**src/rtl/lut_mult_pkg.sv**
```systemverilog
// Shared constants and the reset image generator for the LUT-based multiplier.
// The default build is a 2x2 multiplier that produces a 4-bit product.
package lut_mult_pkg;

  localparam int DEF_A_W   = 2;
  localparam int DEF_B_W   = 2;
  localparam int DEF_Z_W   = DEF_A_W + DEF_B_W;
  localparam int DEF_DEPTH = 2 ** DEF_Z_W;

  // Splits the index into its {a,b} fields and returns their product.
  function automatic int unsigned default_entry(input int unsigned idx,
                                                input int unsigned b_w = DEF_B_W);
    return (idx >> b_w) * (idx & ((32'd1 << b_w) - 32'd1));
  endfunction

endpackage

```
**src/rtl/cfg_shift_lut.sv**
```systemverilog
// Serial configuration chain that holds the LUT contents. It also provides a
// parallel read of one entry and is preloaded with the product table on reset.
module cfg_shift_lut
  import lut_mult_pkg::*;
#(
  parameter int A_W = DEF_A_W,
  parameter int B_W = DEF_B_W
) (
  input  logic               clk,
  input  logic               rst_n,
  input  logic               shift_en,
  input  logic               shift_in,
  output logic               shift_out,
  input  logic [A_W+B_W-1:0] rd_idx,
  output logic [A_W+B_W-1:0] rd_data
);

  localparam int Z_W     = A_W + B_W;
  localparam int DEPTH   = 2 ** Z_W;
  localparam int CHAIN_W = DEPTH * Z_W;

  logic [CHAIN_W-1:0] chain_reg;
  logic [CHAIN_W-1:0] chain_next;
  logic [CHAIN_W-1:0] reset_image;
  logic [Z_W-1:0]     entry [DEPTH];

  genvar gi;
  generate
    for (gi = 0; gi < DEPTH; gi++) begin : g_entry
      assign reset_image[gi*Z_W +: Z_W] = Z_W'(default_entry(gi, B_W));
      assign entry[gi]                  = chain_reg[gi*Z_W +: Z_W];
    end
  endgenerate

  // New bits enter at the LSB, so the first bit loaded ends up in the top entry's MSB.
  always_comb begin
    chain_next = chain_reg;
    if (shift_en) begin
      chain_next = {chain_reg[CHAIN_W-2:0], shift_in};
    end
  end

  always_ff @(posedge clk or negedge rst_n) begin
    if (!rst_n) begin
      chain_reg <= reset_image;
    end else begin
      chain_reg <= chain_next;
    end
  end

  assign shift_out = chain_reg[CHAIN_W-1];
  assign rd_data   = entry[rd_idx];

endmodule

```
**src/rtl/lut_multiplier.sv**
```systemverilog
// Unsigned multiplier built from a reconfigurable product table. The z output
// is registered and holds its value while the table is being shifted.
module lut_multiplier
  import lut_mult_pkg::*;
#(
  parameter int A_W = DEF_A_W,
  parameter int B_W = DEF_B_W
) (
  input  logic               clk,
  input  logic               global_resetn,
  input  logic [A_W-1:0]     a,
  input  logic [B_W-1:0]     b,
  input  logic               cfg_en,
  input  logic               cfg_head,
  output logic               cfg_tail,
  output logic [A_W+B_W-1:0] z
);

  localparam int Z_W = A_W + B_W;

  logic [Z_W-1:0] idx;
  logic [Z_W-1:0] lut_data;
  logic [Z_W-1:0] z_reg;

  assign idx = {a, b};

  cfg_shift_lut #(
    .A_W(A_W),
    .B_W(B_W)
  ) u_lut (
    .clk      (clk),
    .rst_n    (global_resetn),
    .shift_en (cfg_en),
    .shift_in (cfg_head),
    .shift_out(cfg_tail),
    .rd_idx   (idx),
    .rd_data  (lut_data)
  );

  always_ff @(posedge clk or negedge global_resetn) begin
    if (!global_resetn) begin
      z_reg <= '0;
    end else if (!cfg_en) begin
      z_reg <= lut_data;
    end
  end

  assign z = z_reg;

endmodule

```
**config.mk**
```make
export PLATFORM = sky130hd
export DESIGN_NAME = lut_multiplier
export DESIGN_NICKNAME = d
export VERILOG_FILES = /design/src/rtl/lut_mult_pkg.sv /design/src/rtl/cfg_shift_lut.sv /design/src/rtl/lut_multiplier.sv
export SDC_FILE = /design/constraint.sdc
export NUM_CORES = 1
export LEC_CHECK = 0
export CORE_MARGIN = 4
export CORE_UTILIZATION = 54
export CTS_CLUSTER_DIAMETER = 40
export CTS_CLUSTER_SIZE = 10
export DETAILED_ROUTE_END_ITERATION = 16
export GPL_TIMING_DRIVEN = 0
export PLACE_DENSITY = 0.87
export REMOVE_ABC_BUFFERS = 1
export SYNTH_ARGS = -nofsm -noshare
export SYNTH_HDL_FRONTEND = slang
export SYNTH_HIERARCHICAL = 1
export SYNTH_SLANG_ARGS = --single-unit
```
**constraint.sdc**
```tcl
create_clock -name clk -period 1.5 [get_ports clk]
set_clock_uncertainty 0.15 [all_clocks]
set_input_delay 0.15 -clock clk [delete_from_list [all_inputs] [get_ports clk]]
set_output_delay 0.15 -clock clk [all_outputs]
set_load 0.1 [all_outputs]
```
==> flow_summary.toml, run 1 <==
[power]
peakVddDrop_mv = 0.755
power_frac_clock_pct = 28.0
pwr_density_cell_nw_per_um2 = 1460
p_switching_w = 0.00144
comb_power_share_pct = 22.4
p_leak_nw = 1.60
power.share.sequential_pct = 49.6
intPower_w = 0.00359
switching_share_pct = 28.7

[layout]
area_growth_pct = 12.4
final_util_pct = 62.7
stdcell_count = 280
final_nets = 211
n_antenna_cell = 0
largest_reg_flops = 64
stdcell_area_sq_um = 3450
drive_gt1_share_pct = 59.1

[place]
placed_area_sq_um = 3220
globalplace.congestion = 0.779
dp.cells = 256
dp_hpwl_microns = 3130
port_buffers = 12

[route]
routed.top_layer = "met4"
met3_length_microns = 218
drc = 0
detail-route-antenna-nets = 0
met2WireLength_microns = 2430
routed_wl_microns = 5120
wire_per_inst_microns = 18.3
drtIter0Drc = 87
m1WireLength_microns = 2370
drtPass1Iterations = 4
via_per_inst = 5.90
vias = 1651

[setup_path]
r2r_end = "z[0]"
start_kind = "flip-flop"
path_max_fanout = 3
criticalPathCategory = "reg2reg"
crit_required_ns = 1.57
rrSetupSlack_ns = -0.28
worstRegToRegCells = 4
end_kind = "flip-flop"
worstReg2RegStart = "u_lut/chain_reg[12]"
crit_arrival_ns = 1.85

[sta]
setup_slack_ns = -0.277
min_period_ns = 1.78
fmax_mhz = 563
setup_violations = 5
worstMarginPinSlew_ns = 0.819
relSlewSlack_pct = 45.4
finalHoldViolations = 0
tns_ns = -0.844
maxSlewViolCount = 0
fin_crit_sh_pct = 118
rsz0062_at_grt = "true"

[global_routing]
grtUsageTotal_pct = 16.4
grt_max_degree = 69
grt_pass1_wl_microns = 8920
grt_pass1_vias = 1749
antenna_found_initial = 0
grt-ovfl-total = 0

[die]
die_area_sq_um = 6960
ios = 13
rows = 27
die_h_microns = 83.4
die_x_microns = 83.4
start_util_pct = 55.8
core_sq_um = 5510

[synth]
ys_warn_count = 6
synth-seq-cells = 68
seq_area_frac_synth_pct = 55.9
synthDistinctLibCells = 14
synth_cells = 182
synth_area_sq_um = 3070
synth_area_per_cell_sq_um = 16.9

[cts]
htreeDepth = 3
numCtsBuffers = 9
cts_root_buf = "clkbuf_8"
cts_tree = "built"
clock-sinks = 68
clkLatencyLatePin_ns = 0.34
cts.path.max_buffers = 2
path_clk_slew_ns = 0.07

[outcome]
violations = "setup timing"
outcome = "finished, violations left"

[flow_run]
drv_cap = 0

[min_path]
hold_depth = 2
min_from = "cfg_head"
hold_end = "u_lut/chain_reg[0]"
min_path_type = "in2reg"
-- synth_stat cells --
master	n	area [sq um]
mux4_2	2	45.0
buf_2	7	35.0
nand2_1	4	15.0
mux4_1	14	368
buf_6	1	11.3
nand3_1	8	40.0
mux2_2	68	766
clkbuf_1	2	7.51
a22oi_1	4	30.0
dfstp_2	14	368
buf_12	1	20.0
nor2b_1	2	12.5
nor2_1	1	3.75
dfrtp_1	54	1350
-- critical path: stages, from the launching register on --
cell,delay (ns)
dfrtp_1,0.41
mux4_2,0.53
a22oi_2,0.19
nand3_1,0.11
mux2_2,0.28
-- cells in the final DEF (no fill, tap or decap), types with 3 or more instances in the layout --
master / synthesis / layout
dfstp_2: 14 / 14
nand2_1: 4 / 4
clkbuf_8: 0 / 9
mux4_1: 14 / 10
clkinv_2: 0 / 5
buf_4: 0 / 8
buf_2: 7 / 5
a22oi_2: 0 / 4
mux2_2: 68 / 68
clkdlybuf4s50_1: 0 / 3
dfrtp_1: 54 / 54
nand3_1: 8 / 8
mux4_2: 2 / 6
-- through the flow --
stage	hold WS, ns	setup WS (ns)	total power (W)
5_1_grt	0.284	-0.307	0.00529
6_report	0.277	-0.277	0.00503
2_1_floorplan	-0.296	-0.219	0.00316
3_3_place_gp	0.340	-1.99	0.00347
4_1_cts	0.258	-0.231	0.00507
3_5_place_dp	0.147	-1.26	0.00351
-- worst max-delay path by stage --
stage	slack, ns	depth (start not counted)	start	to
after global placement	-1.99	1	global_resetn	u_lut/chain_reg[40]
after global routing	-0.31	4	u_lut/chain_reg[12]	z[0]
final	-0.28	4	u_lut/chain_reg[12]	z[0]
after floorplan	-0.22	4	u_lut/chain_reg[63]	z[3]
after detailed placement	-1.26	5	b[0]	z[1]
after CTS	-0.23	4	u_lut/chain_reg[12]	z[0]
-- timing repair --
item | in CTS | in global routing
hold buffers | 1 | 0
gates resized for setup | 40 | 1
endpoints found under the setup margin | 9 | 6
pin swaps | 8 | 1
endpoints found under the hold margin | 54 | 0
buffers inserted | 7 | 0
-- power by group through the flow --
stage          Clock [W]  Sequential, W  Combinational [W]
3_5_place_dp           0        0.00253           0.000984
3_3_place_gp           0        0.00251           0.000964
5_1_grt          0.00153        0.00255            0.00121
4_1_cts          0.00144        0.00249            0.00113
6_report         0.00141        0.00249            0.00113
2_1_floorplan          0        0.00261           0.000549
-- cell type report --
type                            instances  area, sq um
Clock buffer                           10          128
Clock inverter                          6         55.1
Fill cell                             387         2050
Multi-Input combinational cell        103         1280
Sequential cell                        68         1720
Tap cell                               72         90.1
Timing Repair Buffer                   21          176
-- kinds of logic after synthesis --
| group | synth area share [%] |
|---|---|
| AND/OR/NAND/NOR | 2.32 |
| flip-flops | 55.9 |
| multiplexers | 38.4 |
| buffers and inverters | 2.40 |
| AO/OA/AOI/OAI | 0.977 |
-- per-layer routing --
| metal | up-vias | GRT usage, % |
|---|---|---|
| met5 | - | 0 |
| met4 | 0 | 7.02 |
| met3 | 8 | 4.27 |
| met2 | 35 | 24.9 |
| met1 | 868 | 22.6 |
| li1 | 740 | - |
Power figures use the tool's default switching activity.
==> run 2, diff against run 1 <==
--- a/config.mk
+++ b/config.mk
@@ -6,12 +6,12 @@
 export NUM_CORES = 1
 export LEC_CHECK = 0
 export CORE_MARGIN = 4
-export CORE_UTILIZATION = 54
+export CORE_UTILIZATION = 30
 export CTS_CLUSTER_DIAMETER = 40
 export CTS_CLUSTER_SIZE = 10
 export DETAILED_ROUTE_END_ITERATION = 16
 export GPL_TIMING_DRIVEN = 0
-export PLACE_DENSITY = 0.87
+export PLACE_DENSITY = 0.59
 export REMOVE_ABC_BUFFERS = 1
 export SYNTH_ARGS = -nofsm -noshare
 export SYNTH_HDL_FRONTEND = slang
==> run 2 against run 1 <==
The flow still finishes with violations (setup timing). Via count decreased by 3.1%. Combinational power is 8% lower. First-iteration DRC count up 8.0%. Largest cell class unchanged. Setup slack gained 0.058 ns.
==> flow_summary.toml, run 2 (synthesis gave the netlist of run 1 again) <==
[sta]
whs_ns = 0.292
finalHoldViolations = 0
relSlewSlack_pct = 44.1
setup_violations = 4
worstMarginPinSlew_ns = 0.838
min_period_ns = 1.72
fmax_mhz = 582
maxSlewViolCount = 0
rsz0062_at_grt = "true"
setup_slack_ns = -0.219
fin_crit_sh_pct = 115

[setup_path]
criticalPathCategory = "reg2reg"
crit_arrival_ns = 1.79
path_max_fanout = 3
worstReg2RegStart = "u_lut/chain_reg[10]"
end_kind = "flip-flop"
crit_required_ns = 1.57
start_kind = "flip-flop"
startpoint = "u_lut/chain_reg[10]"

[layout]
n_antenna_cell = 0
drive_gt1_share_pct = 58.9
final_nets = 205
largest_reg_flops = 64
layout_common_cells = "mux2_2, dfrtp_1, dfstp_2"
final_common_cell = "mux2_2"
area_growth_pct = 13.3
stdcell_count = 335
stdcell_area_sq_um = 3480

[global_routing]
grtUsageTotal_pct = 10.4
grt-ovfl-total = 0
grt_pass1_wl_microns = 9230
grt_pass1_vias = 1743
antenna_found_initial = 0
grt_max_degree = 69

[cts]
clkLatencyLatePin_ns = 0.33
path_clk_slew_ns = 0.07
numCtsBuffers = 9
cts_root_buf = "clkbuf_8"
cts.path.max_buffers = 2
cts_tree = "built"
htreeDepth = 3
clock-sinks = 68

[route]
drc = 0
via_per_inst = 4.77
drtPass1Iterations = 4
vias = 1599
drtIter0Drc = 94
detail-route-antenna-nets = 0
routed_wl_microns = 5380
wire_per_inst_microns = 16.1

[place]
placed_area_sq_um = 3280
globalplace.congestion = 0.737
port_buffers = 12
dp.cells = 316
dp_hpwl_microns = 3340

[die]
start_util_pct = 31.2
die_area_sq_um = 11900
core_sq_um = 9860
rows = 36
ios = 13
die_x_microns = 109
die_h_microns = 109

[flow_run]
drv_cap = 0

[min_path]
min_path_type = "in2reg"
min_from = "cfg_head"

[outcome]
violations = "setup timing"
outcome = "finished, violations left"

[power]
peakVddDrop_mv = 0.507
pwr_density_cell_nw_per_um2 = 1430
p_leak_nw = 1.57
run 2: cell count changes in the layout (fill, tap and decap cells not counted), sizes merged:
cell	previous run	this run
clkinv	5	1
buf	15	10
clkbuf	10	14
clkdlybuf4s18	1	0
run 2: repair_timing:
action | CTS | global route
pin swaps | 6 | 1
buffers inserted | 2 | 0
endpoints found under the setup margin | 9 | 5
hold buffers | 1 | 0
gates resized for setup | 47 | 1
hold endpoints to repair | 54 | 0
run 2: metrics by stage:
step	setup TNS (ns)	setup WS, ns	total power, W	utilization [%]
floorplan	-0.585	-0.219	0.00316	-
global placement	-269.94	-2.13	0.00351	33.3
CTS	-0.900	-0.244	0.00507	35.3
global route	-1.05	-0.273	0.00528	35.3
finish	-0.854	-0.219	0.00500	35.3
detailed placement	-7.07	-1.36	0.00352	33.3
run 2: power breakdown:
group          switching [W]  leakage, nW  total, W  internal, W
Sequential          0.000279        0.850   0.00251      0.00223
Clock               0.000637       0.0947   0.00145     0.000814
Combinational       0.000495        0.625   0.00104     0.000542
run 2: metal layers:
| metal | up-vias | track usage, % | wire length, microns |
|---|---|---|---|
| met5 | - | 0 | 0 |
| met4 | 0 | 4.81 | 87 |
| met3 | 7 | 3.55 | 194 |
| met2 | 19 | 15.8 | 2560 |
| met1 | 858 | 13.3 | 2540 |
| li1 | 715 | - | - |
run 2: area by class of cell:
cell class	instances	area, sq um
Fill cell	945	6380
Sequential cell	68	1720
Multi-Input combinational cell	103	1290
Tap cell	133	166
Clock buffer	14	153
Timing Repair Buffer	15	118
Clock inverter	2	35.0
run 2: worst paths after layout:
kind | end | cells past startpoint | slack, ns
max | z[2] | 4 | -0.22
min | u_lut/chain_reg[0] | 2 | 0.29
max reg2reg | z[2] | 4 | -0.22
min reg2reg | z[3] | 1 | 0.36
max in group asynchronous | u_lut/chain_reg[55] | 2 | 0.35
min in group asynchronous | u_lut/chain_reg[44] | 2 | 0.30
run 2: critical path, stage by stage (launching register included):
cell	delay [ns]
dfrtp_1	0.41
mux4_2	0.49
a22oi_2	0.21
nand3_1	0.10
mux2_2	0.25
==> run 3, diff against run 2 <==
--- a/config.mk
+++ b/config.mk
@@ -5,11 +5,13 @@
 export SDC_FILE = /design/constraint.sdc
 export NUM_CORES = 1
 export LEC_CHECK = 0
+export CORE_ASPECT_RATIO = 0.9
 export CORE_MARGIN = 4
 export CORE_UTILIZATION = 30
 export CTS_CLUSTER_DIAMETER = 40
 export CTS_CLUSTER_SIZE = 10
 export DETAILED_ROUTE_END_ITERATION = 16
+export GPL_ROUTABILITY_DRIVEN = 0
 export GPL_TIMING_DRIVEN = 0
 export PLACE_DENSITY = 0.59
 export REMOVE_ABC_BUFFERS = 1
==> run 3 against run 2 <==
The run still ends with setup timing left. Flip-flop and latch count is the same. First-iteration DRC count grew 77%. Cell area grew 4.2%. Die area is essentially flat. Power grew 14%. Via count grew 3.8%. Count of clock-buffer cells in the layout shrank 2. Critical endpoint is now z[0].
==> flow_summary.toml, run 3 (synthesis gave the netlist of run 1 again) <==
[outcome]
outcome = "finished, violations left"
violations = "setup timing"

[place]
dp.cells = 309
port_buffers = 12
placed_area_sq_um = 3270
dp_hpwl_microns = 3280

[die]
die_x_microns = 115
core_sq_um = 9830
die_h_microns = 104
ios = 13
rows = 34
start_util_pct = 31.3
die_area_sq_um = 11900

[sta]
setup_slack_ns = -0.225
worstMarginPinSlew_ns = 0.860
fin_crit_sh_pct = 115
relSlewSlack_pct = 42.7
min_period_ns = 1.73
fmax_mhz = 580
tns_ns = -0.836
finalHoldViolations = 0
maxSlewViolCount = 0
setup_violations = 4
rsz0062_at_grt = "true"

[layout]
largest_reg_flops = 64
layout_common_cells = "mux2_2, dfrtp_1, dfstp_2"
final_common_cell = "mux2_2"
area_growth_pct = 18.1
stdcell_count = 334
stdcell_area_sq_um = 3630
final_nets = 211
n_antenna_cell = 0
drive_gt1_share_pct = 59.6
fillers = 903

[setup_path]
rrSetupSlack_ns = -0.23
slowest_delay_ns = 0.52
start_kind = "flip-flop"
critPathTopFamily = "multiplexers"
criticalPathCategory = "reg2reg"
end_kind = "flip-flop"
crit_path_top_delay_cell = "mux4_2"
path_cells = "mux4_2, a22oi_2, nand3_1, mux2_4"
worstRegToRegCells = 4
worstReg2RegStart = "u_lut/chain_reg[12]"
path_max_fanout = 2
crit_required_ns = 1.56
r2r_end = "z[0]"
crit_arrival_ns = 1.78
path_buf_inv = 0

[cts]
cts_tree = "built"
path_clk_slew_ns = 0.05
clkLatencyLatePin_ns = 0.32
cts.path.max_buffers = 2
numCtsBuffers = 9
htreeDepth = 3
cts_root_buf = "clkbuf_16"
clock-sinks = 68

[global_routing]
grt_pass1_wl_microns = 8960
grt_max_degree = 69
grt_pass1_vias = 1694
antenna_found_initial = 0
grtUsageTotal_pct = 9.82
grt-ovfl-total = 0

[power]
comb_power_share_pct = 19.6
finalPower_w = 0.00571
p_switching_w = 0.00151
p_leak_nw = 1.65
intPower_w = 0.00421
power_frac_clock_pct = 36.6
peakVddDrop_mv = 0.729
pwr_density_cell_nw_per_um2 = 1570
power.share.sequential_pct = 43.8
switching_share_pct = 26.4

[route]
via_per_inst = 4.97
drtIter0Drc = 166
routed_wl_microns = 5400
drtPass1Iterations = 4
wire_per_inst_microns = 16.2
drc = 0
detail-route-antenna-nets = 0
vias = 1660

[flow_run]
drv_cap = 0

[min_path]
min_path_type = "in2reg"
hold_depth = 2
min_from = "cfg_head"
hold_end = "u_lut/chain_reg[0]"
==> run 3: area by class of cell <==
type | count | area (sq um) | share of cell area (%)
multi-input cells | 103 | 1290 | 35.5
clock buffers | 12 | 256 | 7.07
clock inverters | 4 | 47.5 | 1.31
well taps | 126 | 158 | 4.34
repair buffers | 21 | 159 | 4.38
flip-flops and latches | 68 | 1720 | 47.4
==> run 3: power by group through the flow <==
stage	clock (W)	combinational (W)	sequential [W]
after floorplan	0	0.000549	0.00261
after global placement	0	0.000980	0.00253
after detailed placement	0	0.000981	0.00253
after CTS	0.00217	0.00106	0.00250
after global routing	0.00222	0.00121	0.00255
final	0.00209	0.00112	0.00250
==> run 3: worst max-delay path by stage <==
stage / endpoint / depth (start not counted) / start
final: z[0] / 4 / u_lut/chain_reg[12]
after global routing: z[0] / 4 / u_lut/chain_reg[12]
after CTS: z[3] / 4 / u_lut/chain_reg[15]
after detailed placement: z[3] / 5 / b[0]
after global placement: u_lut/chain_reg[35] / 1 / global_resetn
after floorplan: z[3] / 4 / u_lut/chain_reg[63]
==> run 3: routing by layer <==
layer  share of wire [%]  wire length (microns)  track usage, %  vias to the layer above
li1                    -                      -               -                      741
met1                  50                   2720            13.3                      891
met2                  44                   2390            13.7                       19
met3                 3.2                    175            2.85                        9
met4                 2.1                    113            5.85                        0
met5                   0                      0               0                        -
==> run 3: timing repair <==
action                     in CTS  in global routing
setup endpoints to repair       9                  4
gates resized for setup        42                  1
hold endpoints to repair       54                  0
hold buffers                    1                  0
buffers inserted                4                  4
pin swaps                       6                  2
==> run 3: through the flow <==
| stage | utilization (%) | hold slack, ns | worst slack, ns |
|---|---|---|---|
| 6_report | 36.9 | 0.288 | -0.225 |
| 5_1_grt | 36.9 | 0.306 | -0.302 |
| 4_1_cts | 36.6 | 0.279 | -0.221 |
| 3_5_place_dp | 33.3 | 0.162 | -1.33 |
| 3_3_place_gp | 33.3 | 0.340 | -2.12 |
| 2_1_floorplan | - | -0.296 | -0.219 |
